## src/rtl/gemv_pkg.sv

```systemverilog
// rtl/gemv_pkg.sv - shared widths, accumulator type and saturating add for the gemv engine
package gemv_pkg;

  localparam int DW_DEF    = 16;
  localparam int SZ_DEF    = 3;
  localparam int ACC_W_DEF = 40;

  typedef logic signed [ACC_W_DEF-1:0] acc_t;
  typedef logic signed [63:0]          wide_t;

  localparam acc_t ACC_MAX = {1'b0, {(ACC_W_DEF-1){1'b1}}};
  localparam acc_t ACC_MIN = {1'b1, {(ACC_W_DEF-1){1'b0}}};

  // Operands arrive sign-extended to 64 bits; callers keep the low w bits, so the
  // non-saturating path wraps mod 2^w simply by truncation.
  function automatic wide_t sat_add(input wide_t a, input wide_t b, input int unsigned w,
                                    input bit sat);
    logic signed [64:0] s;
    logic signed [64:0] hi;
    logic signed [64:0] lo;
    s  = {a[63], a} + {b[63], b};
    hi = (65'sd1 <<< (w - 1)) - 65'sd1;
    lo = -(65'sd1 <<< (w - 1));
    if (sat && (s > hi)) return hi[63:0];
    if (sat && (s < lo)) return lo[63:0];
    return s[63:0];
  endfunction

endpackage

```

## src/rtl/gemv_pe.sv

```systemverilog
// rtl/gemv_pe.sv - one weight-stationary processing element with valid/last tag forwarding
module gemv_pe
  import gemv_pkg::*;
#(
  parameter int DW    = DW_DEF,
  parameter int ACC_W = ACC_W_DEF,
  parameter int SAT   = 0
) (
  input  logic                    clk,
  input  logic                    rst,
  input  logic                    en,
  input  logic                    w_load,
  input  logic signed [DW-1:0]    w_in,
  input  logic signed [DW-1:0]    x_in,
  input  logic signed [ACC_W-1:0] psum_in,
  input  logic                    v_in,
  input  logic                    last_in,
  output logic signed [ACC_W-1:0] psum_out,
  output logic                    v_out,
  output logic                    last_out
);

  logic signed [DW-1:0]    w_q, w_d;
  logic signed [ACC_W-1:0] psum_q, psum_d;
  logic                    v_q, v_d, last_q, last_d;
  logic signed [2*DW-1:0]  prod;
  wide_t                   term, sum;
  logic                    unused_hi;

  always_comb begin
    prod   = x_in * w_q;
    // In saturating mode the product is clamped before it joins the chain too.
    term   = sat_add(wide_t'(prod), '0, ACC_W, SAT != 0);
    sum    = sat_add(wide_t'(psum_in), term, ACC_W, SAT != 0);
    w_d    = w_load ? w_in : w_q;
    psum_d = psum_q;
    v_d    = v_q;
    last_d = last_q;
    if (en) begin
      psum_d = sum[ACC_W-1:0];
      v_d    = v_in;
      last_d = last_in;
    end
  end

  always_ff @(posedge clk or posedge rst) begin
    if (rst) begin
      w_q    <= '0;
      psum_q <= '0;
      v_q    <= 1'b0;
      last_q <= 1'b0;
    end else begin
      w_q    <= w_d;
      psum_q <= psum_d;
      v_q    <= v_d;
      last_q <= last_d;
    end
  end

  assign unused_hi = ^sum[63:ACC_W];
  assign psum_out  = psum_q;
  assign v_out     = v_q;
  assign last_out  = last_q;

endmodule

```

## src/rtl/gemv_systolic_engine.sv

```systemverilog
// rtl/gemv_systolic_engine.sv - skewed 1-D systolic GEMV dot-product engine with row accumulation
module gemv_systolic_engine
  import gemv_pkg::*;
#(
  parameter int DW    = DW_DEF,
  parameter int SZ    = SZ_DEF,
  parameter int ACC_W = ACC_W_DEF,
  parameter int SAT   = 0
) (
  input  logic               clk,
  input  logic               rst,
  input  logic               w_we,
  input  logic [SZ*DW-1:0]   w_data,
  output logic               w_ready,
  input  logic               in_valid,
  output logic               in_ready,
  input  logic [SZ*DW-1:0]   in_data,
  input  logic               in_last,
  output logic               out_valid,
  input  logic               out_ready,
  output logic [ACC_W-1:0]   out_data,
  output logic               busy
);

  logic stall, in_fire, w_load;

  logic [DW-1:0] skew_q [SZ][SZ];
  logic [DW-1:0] skew_d [SZ][SZ];
  logic          iv_q, iv_d, il_q, il_d;

  logic signed [ACC_W-1:0] psum_c [SZ+1];
  logic [SZ:0]             v_c, l_c;

  logic signed [ACC_W-1:0] acc_q, acc_d;
  logic                    act_q, act_d;
  logic [ACC_W-1:0]        od_q, od_d;
  logic                    ov_q, ov_d;
  wide_t                   acc_sum;
  logic                    unused_hi;

  assign stall     = ov_q & ~out_ready;
  assign in_ready  = ~stall & ~w_we;
  assign in_fire   = in_valid & in_ready;
  assign busy      = iv_q | act_q | (|v_c[SZ:1]);
  assign w_ready   = ~busy & ~ov_q;
  assign w_load    = w_we & w_ready;
  assign out_valid = ov_q;
  assign out_data  = od_q;

  // Lane k passes through k+1 stages so its element meets the psum at PE k.
  always_comb begin
    skew_d = skew_q;
    iv_d   = iv_q;
    il_d   = il_q;
    if (!stall) begin
      iv_d = in_fire;
      il_d = in_last;
      for (int k = 0; k < SZ; k++) begin
        skew_d[k][0] = in_data[k*DW +: DW];
        for (int s = 1; s < SZ; s++) skew_d[k][s] = skew_q[k][s-1];
      end
    end
  end

  always_ff @(posedge clk or posedge rst) begin
    if (rst) begin
      for (int k = 0; k < SZ; k++)
        for (int s = 0; s < SZ; s++) skew_q[k][s] <= '0;
      iv_q <= 1'b0;
      il_q <= 1'b0;
    end else begin
      skew_q <= skew_d;
      iv_q   <= iv_d;
      il_q   <= il_d;
    end
  end

  assign psum_c[0] = '0;
  assign v_c[0]    = iv_q;
  assign l_c[0]    = il_q;

  for (genvar k = 0; k < SZ; k++) begin : g_pe
    gemv_pe #(.DW(DW), .ACC_W(ACC_W), .SAT(SAT)) u_pe (
      .clk      (clk),
      .rst      (rst),
      .en       (~stall),
      .w_load   (w_load),
      .w_in     (w_data[k*DW +: DW]),
      .x_in     (skew_q[k][k]),
      .psum_in  (psum_c[k]),
      .v_in     (v_c[k]),
      .last_in  (l_c[k]),
      .psum_out (psum_c[k+1]),
      .v_out    (v_c[k+1]),
      .last_out (l_c[k+1])
    );
  end

  always_comb begin
    acc_d   = acc_q;
    act_d   = act_q;
    od_d    = od_q;
    ov_d    = ov_q & ~out_ready;
    acc_sum = sat_add(act_q ? wide_t'(acc_q) : '0, wide_t'(psum_c[SZ]), ACC_W, SAT != 0);
    if (!stall && v_c[SZ]) begin
      if (l_c[SZ]) begin
        od_d  = acc_sum[ACC_W-1:0];
        ov_d  = 1'b1;
        acc_d = '0;
        act_d = 1'b0;
      end else begin
        acc_d = acc_sum[ACC_W-1:0];
        act_d = 1'b1;
      end
    end
  end

  always_ff @(posedge clk or posedge rst) begin
    if (rst) begin
      acc_q <= '0;
      act_q <= 1'b0;
      od_q  <= '0;
      ov_q  <= 1'b0;
    end else begin
      acc_q <= acc_d;
      act_q <= act_d;
      od_q  <= od_d;
      ov_q  <= ov_d;
    end
  end

  assign unused_hi = ^acc_sum[63:ACC_W];

endmodule
```

## config.mk

```make
export PLATFORM = sky130hd
export DESIGN_NAME = gemv_systolic_engine
export DESIGN_NICKNAME = d
export VERILOG_FILES = /design/src/rtl/gemv_pkg.sv /design/src/rtl/gemv_pe.sv /design/src/rtl/gemv_systolic_engine.sv
export SDC_FILE = /design/constraint.sdc
export NUM_CORES = 2
export LEC_CHECK = 0
export ABC_AREA = 1
export CAP_MARGIN = 20
export CELL_PAD_IN_SITES_DETAIL_PLACEMENT = 0
export CELL_PAD_IN_SITES_GLOBAL_PLACEMENT = 1
export CORE_MARGIN = 2
export CORE_UTILIZATION = 35
export DETAILED_ROUTE_END_ITERATION = 10
export PLACE_DENSITY_LB_ADDON = 0.1
export SLEW_MARGIN = 20
export SYNTH_ARGS = -nofsm -noshare
export SYNTH_HDL_FRONTEND = slang
export SYNTH_HIERARCHICAL = 1
export SYNTH_SLANG_ARGS = --single-unit
```

## constraint.sdc

```tcl
create_clock -name clk -period 5.8 [get_ports clk]
set_input_delay 1.16 -clock clk [delete_from_list [all_inputs] [get_ports clk]]
set_output_delay 1.16 -clock clk [all_outputs]
set_load 0.02 [all_outputs]
```

# Word-level counts from Yosys, hierarchy flattened
# Index checks and enable logic that the tools add are counted.
# Widths: inputs -> output; s select.
[word_totals] reg_bits=339 word_cells=51
[op_classes] n_addsub=3 mux=5 n_bitwise=12 n_reduce_logical=4 mul=3
[op_table] op="$mul 16x16->32" n=3
[op_table] op="$mux 40" n=2
[op_table] op="$add 40x40->40" n=1
[op_table] op="$add 33x32->34" n=1
[op_table] op="$add 32x32->33" n=1
[op_table] op="$and 1x1->1" n=5
[op_table] op="$not 1->1" n=5
[op_table] op="$mux 1" n=3
[op_table] op="$reduce_or 3->1" n=1
[op_table] op="$or 1x1->1" n=2
[op_table] op="$reduce_and 2->1" n=1
[op_table] op="$logic_and 1x1->1" n=1
[op_table] op="$logic_not 1->1" n=1

# Logic depth before layout (Yosys ltp)
[depth] depth_word=5 depth_mapped=28

# Modules after synthesis
# Netlist, hierarchy kept.
[by_module_without_submodules] module="gemv_pe (g_pe[1].u_pe)" seq_area_each_um2=1451.4 n_inst=1 cells_per_inst=2017 area_per_inst_um2=15782.6
[by_module_without_submodules] module="gemv_pe (g_pe[0].u_pe)" seq_area_each_um2=1451.4 n_inst=1 cells_per_inst=2007 area_per_inst_um2=15717.6
[by_module_without_submodules] module="gemv_pe (g_pe[2].u_pe)" seq_area_each_um2=1451.4 n_inst=1 cells_per_inst=1987 area_per_inst_um2=15627.5
[by_module_without_submodules] module="gemv_systolic_engine" seq_area_each_um2=4504.3 n_inst=1 cells_per_inst=1386 area_per_inst_um2=9890.7

# Worst setup path before layout
# Ideal clock, no wire load.
[synth_path] path_type="reg-to-reg" start="reg skew_q[15] in the netlist's numbering" end="reg g_pe[2].u_pe.psum_q[39]" path_slack_ns=-0.338 period_less_slack_ns=6.138 setup_ns=0.117 path_stages_with_launch=27 arrival_time_ns=6.020 path_cell_list="dfrtp_1 -> buf_2 -> clkbuf_1 -> nand2_1 -> inv_1 -> fa_1 -> inv_1 -> fa_1 -> inv_1 -> fa_1 -> inv_1 -> fa_1 -> inv_1 -> fa_1 -> inv_1 -> fa_1 -> inv_1 -> ha_1 -> nand2_1 -> nor3_1 -> nand2_1 -> nor2_1 -> nand3_1 -> nand3_1 -> nand2_1 -> nand3_1 -> nand2_1"
[synth_via] elab_chain_len=2
[synth_lines] element="start, declared" line="gemv_systolic_engine.sv:27" source="logic [DW-1:0] skew_q [SZ][SZ];"
[synth_lines] element="start signal, assigned" line="gemv_systolic_engine.sv:72" source="skew_q <= skew_d;"
[synth_lines] element="$mul 16x16->32" line="gemv_pe.sv:31" source="prod = x_in * w_q;"
[synth_lines] element="$add 33x32->34" line="gemv_pkg.sv:21" source="s = {a[63], a} + {b[63], b};"
[synth_lines] element="end signal, assigned" line="gemv_pe.sv:54" source="psum_q <= psum_d;"
[synth_lines] element="end, declared" line="gemv_pe.sv:24" source="logic signed [ACC_W-1:0] psum_q, psum_d;"
# No other way between the ends.
# A chain may end at the register's enable or synchronous reset.

# Final worst setup path
[layout_path] start="reg skew_q[143] in the netlist's numbering" end="reg, netlist name g_pe[0].u_pe/psum_out[38]"
[layout_via] elab_chain_len=1
[layout_lines] element="$mul 16x16->32" line="gemv_pe.sv:31"
# No other way between the ends.

==> reports/results.txt <==
DR WL/cell - 17.7 µm
Crit path DAT - 6.28 ns
CP max FO - 6
CTS buffer count - 52
Hold_buf cts - 0
Num rows - 148
Worst-Skew Late Latency - 0.70 ns
Gr usage total - 22.5%
Final Slew Violations - 0
Worst hold slack - 0.466 ns
H-Tree Depth - 2
Worst-path cell chain - buf_12, nand2_4, inv_2, fa_2, inv_2, fa_2, buf_6, fa_2, fa_2, inv_2, fa_1, inv_2, fa_1, inv_2, ha_4, nand2_4, nor3_4, nand2_2, nor2_4, nand3_2, nand3_2, nand2_1, nand3_1, nand2_1
WP data required - 6.37 ns
Final hold vios - 0
CTS Buffer Depth - 3
First-pass GRT wire length - 289000 µm
CTS sink count - 354
Fin nets - 9486
Die area - 166000 µm²
1st-pass router iterations - 5
Crit end category - flip-flop
Filler Cell Count - 16900
Drt via density - 4.48
CTS clk-pin slew, worst paths - 0.06 ns
Worst slew pin tran - 1.03 ns
Global placement routability congestion - 0.901
Initial core utilization - 35.1%
Via count - 45800
Final Cycle Share - 98.5%
CTS tree - yes
Outcome - completed
CP max-delay cell - fa_2
Largest net degree at the start of global routing - 78
Storage cell area - 8900 µm²
Synthesized area - 57000 µm²
Skew final - 0.0199 ns
Crit start category - flip-flop
Mapped Cells - 7397
Max-cap check violation count - 0
Max_slew headroom - 31.6%
DRC viols - 0
Share of cells above drive strength 1 - 17.2%
Delay-heaviest family, CP - adder cells
Sequential-to-total area share from yosys stat - 15.5%
Antenna Violating Nets Remaining - 0
Multi-input logic area - 42000 µm²
Vias in the first global route - 50700
# port buffers - 145
I/O pin total - 146
Most frequent CP cell - inv_2
HPWL after DPL - 156000 µm
Post-Route WL - 181000 µm
Yosys warns - 6
RSZ-0062 raised after global routing - yes
Finished Layout Cells - 10200
Die width - 408 µm
Clock Tree Root - clkbuf_16
Crit path largest cell delay - 0.68 ns
Synthesized area per cell - 7.71 µm²
Setup Viol. Count Final - 0
Placed insts - 10100
Final Critical Period - 5.71 ns
Netlist cell types - 42
Setup CP Type - flip-flop to flip-flop
Buf/Inv on CP - 7
Height of the die - 408 µm
Syn-to-layout area delta - 22.4%
Grt ovf - 0
HP Class - flip-flop to flip-flop
Starting DRC count in detailed routing - 1949
Fmax - 175 MHz
Initial antenna violation count - 2
Core area - 162000 µm²
#FFs+latches synth - 354
## logic make-up (layout without fill, tap and decap cells)
kind of cell,count (synthesis),in the layout,share of synthesized area [%]
DFF,354,354,15.5
muxes,45,45,0.889
AOI/OAI and AO/OA,345,345,3.30
xor gates and xnor gates,52,52,0.799
other,1,42,0.00658
adders and majority gates,1375,1375,43.2
buffers and inverters,2249,2865,14.9
and+or+nand+nor,2976,2976,21.4
## registers in the layout, indices dropped and copies added (netlist names), 3 cells and up
| signal | flops |
|---|---|
| acc_q | 40 |
| g_pe.u_pe/last_out | 3 |
| g_pe.u_pe/psum_out | 120 |
| g_pe.u_pe/v_out | 3 |
| g_pe.u_pe/w_q | 48 |
| out_data | 40 |
| skew_q | 96 |
## area by class of cell
| type | instances | share of cell area (%) |
|---|---|---|
| Clock inverter | 37 | 0.601 |
| Tap cell | 2175 | 3.90 |
| Multi-Input combinational cell | 4834 | 60.1 |
| Timing Repair Buffer | 771 | 9.85 |
| Inverter | 1996 | 10.8 |
| Sequential cell | 354 | 12.8 |
| Antenna cell | 1 | 0.00359 |
| Clock buffer | 61 | 2.00 |
## routing by layer
metal	part of all wire, %	global-route usage [%]
met1	41	26.4
met2	53	43.2
met3	2.2	1.89
met4	3.3	6.17
met5	0	0
## through the flow
| step | instance area (µm²) | setup TNS [ns] | setup slack, ns | util, % |
|---|---|---|---|---|
| final | 69800 | 0 | 0.0854 | 43.0 |
| after global placement | 65300 | -4.02 | -0.305 | 40.3 |
| after global routing | 69800 | -0.903 | -0.0935 | 43.0 |
| after detailed placement | 65300 | -5.34 | -0.301 | 40.3 |
| after CTS | 67600 | -0.00118 | -0.000720 | 41.6 |
| after floorplan | 57200 | -0.0386 | -0.0386 | - |
## path summary, 6_finish.rpt
kind	to	slack, ns	from	depth (start not counted)
max in group asynchronous	skew_q[73]$_DFFE_PP0N_	3.42	rst	3
max	g_pe[0].u_pe/psum_out[38]$_DFFE_PP0P_	0.09	skew_q[143]$_DFFE_PP0N_	24
max reg2reg	g_pe[0].u_pe/psum_out[38]$_DFFE_PP0P_	0.09	skew_q[143]$_DFFE_PP0N_	24
min in group asynchronous	g_pe[0].u_pe/v_out$_DFFE_PP0P_	1.21	rst	2
min	skew_q[12]$_DFFE_PP0N_	0.47	skew_q[28]$_DFFE_PP0N_	2
min reg2reg	skew_q[12]$_DFFE_PP0N_	0.47	skew_q[28]$_DFFE_PP0N_	2
## repair_timing
| action | CTS | global route |
|---|---|---|
| pin swaps | 11 | 168 |
| resized for setup | 111 | 460 |
| cloned | 0 | 1 |
| setup endpoints to repair | 38 | 81 |
| setup buffers | 4 | 48 |
## synth_stat cells
master	instances	area share (%)
nand2_1	2216	15
inv_1	1953	13
fa_1	991	35
ha_1	384	8.4
dfrtp_1	354	16
nor2_1	308	2.0
nand3_1	228	2.0
clkbuf_1	225	1.5
o21ai_0	145	1.3
a21oi_1	108	0.95
mux2_2	45	0.89
nor2_2	41	0.45
o21ai_1	40	0.35
inv_2	38	0.25
xnor2_1	38	0.58
nand2_2	35	0.38
nand3b_1	33	0.43
nand4_1	33	0.36
o21bai_1	24	0.32
buf_2	21	0.18
nor3_1	21	0.18
nand3_2	19	0.33
xor2_1	14	0.22
or2_1	12	0.13
a21oi_2	11	0.17
or2_2	10	0.11
a21o_1	7	0.092
a31oi_1	7	0.077
nor2_4	7	0.14
clkinv_1	5	0.033
nor3_2	5	0.088
buf_1	4	0.026
nand2_4	3	0.059
buf_4	2	0.026
nand2b_4	2	0.048
o21ai_4	2	0.057
and2_1	1	0.011
clkbuf_2	1	0.0088
conb_1	1	0.0066
nor3b_1	1	0.013
nor3b_2	1	0.022
o211ai_1	1	0.013
## worst reg2reg max path, delay by kind of cell, from the launching register on
family        cells  cell delay [ns]
fa+ha+maj         7             3.68
simple gates     10             0.90
buf+inv           7             0.53
flops             1             0.47
## cells in the final DEF, fill, tap and decap left out, drive strengths merged, types with 6 or more instances in the layout
cell type,netlist,routed
dfrtp,354,354
clkdlybuf4s50,0,145
o21bai,24,24
a21o,7,7
nand2,2254,2254
fa,991,991
xnor2,38,38
clkinv,5,24
buf,27,624
a21oi,119,119
ha,384,384
inv,1991,1996
conb,1,41
nand4,33,33
clkbuf,226,63
nor2,356,356
bufinv,0,6
clkinvlp,0,7
xor2,14,14
nand3,247,247
mux2,45,45
nor3,26,26
nand3b,33,33
o21ai,187,187
or2,22,22
a31oi,7,7
Power is left out: the tool's default activity adds up to more than one toggle a clock period on the data nets, which glitch-free logic cannot reach.
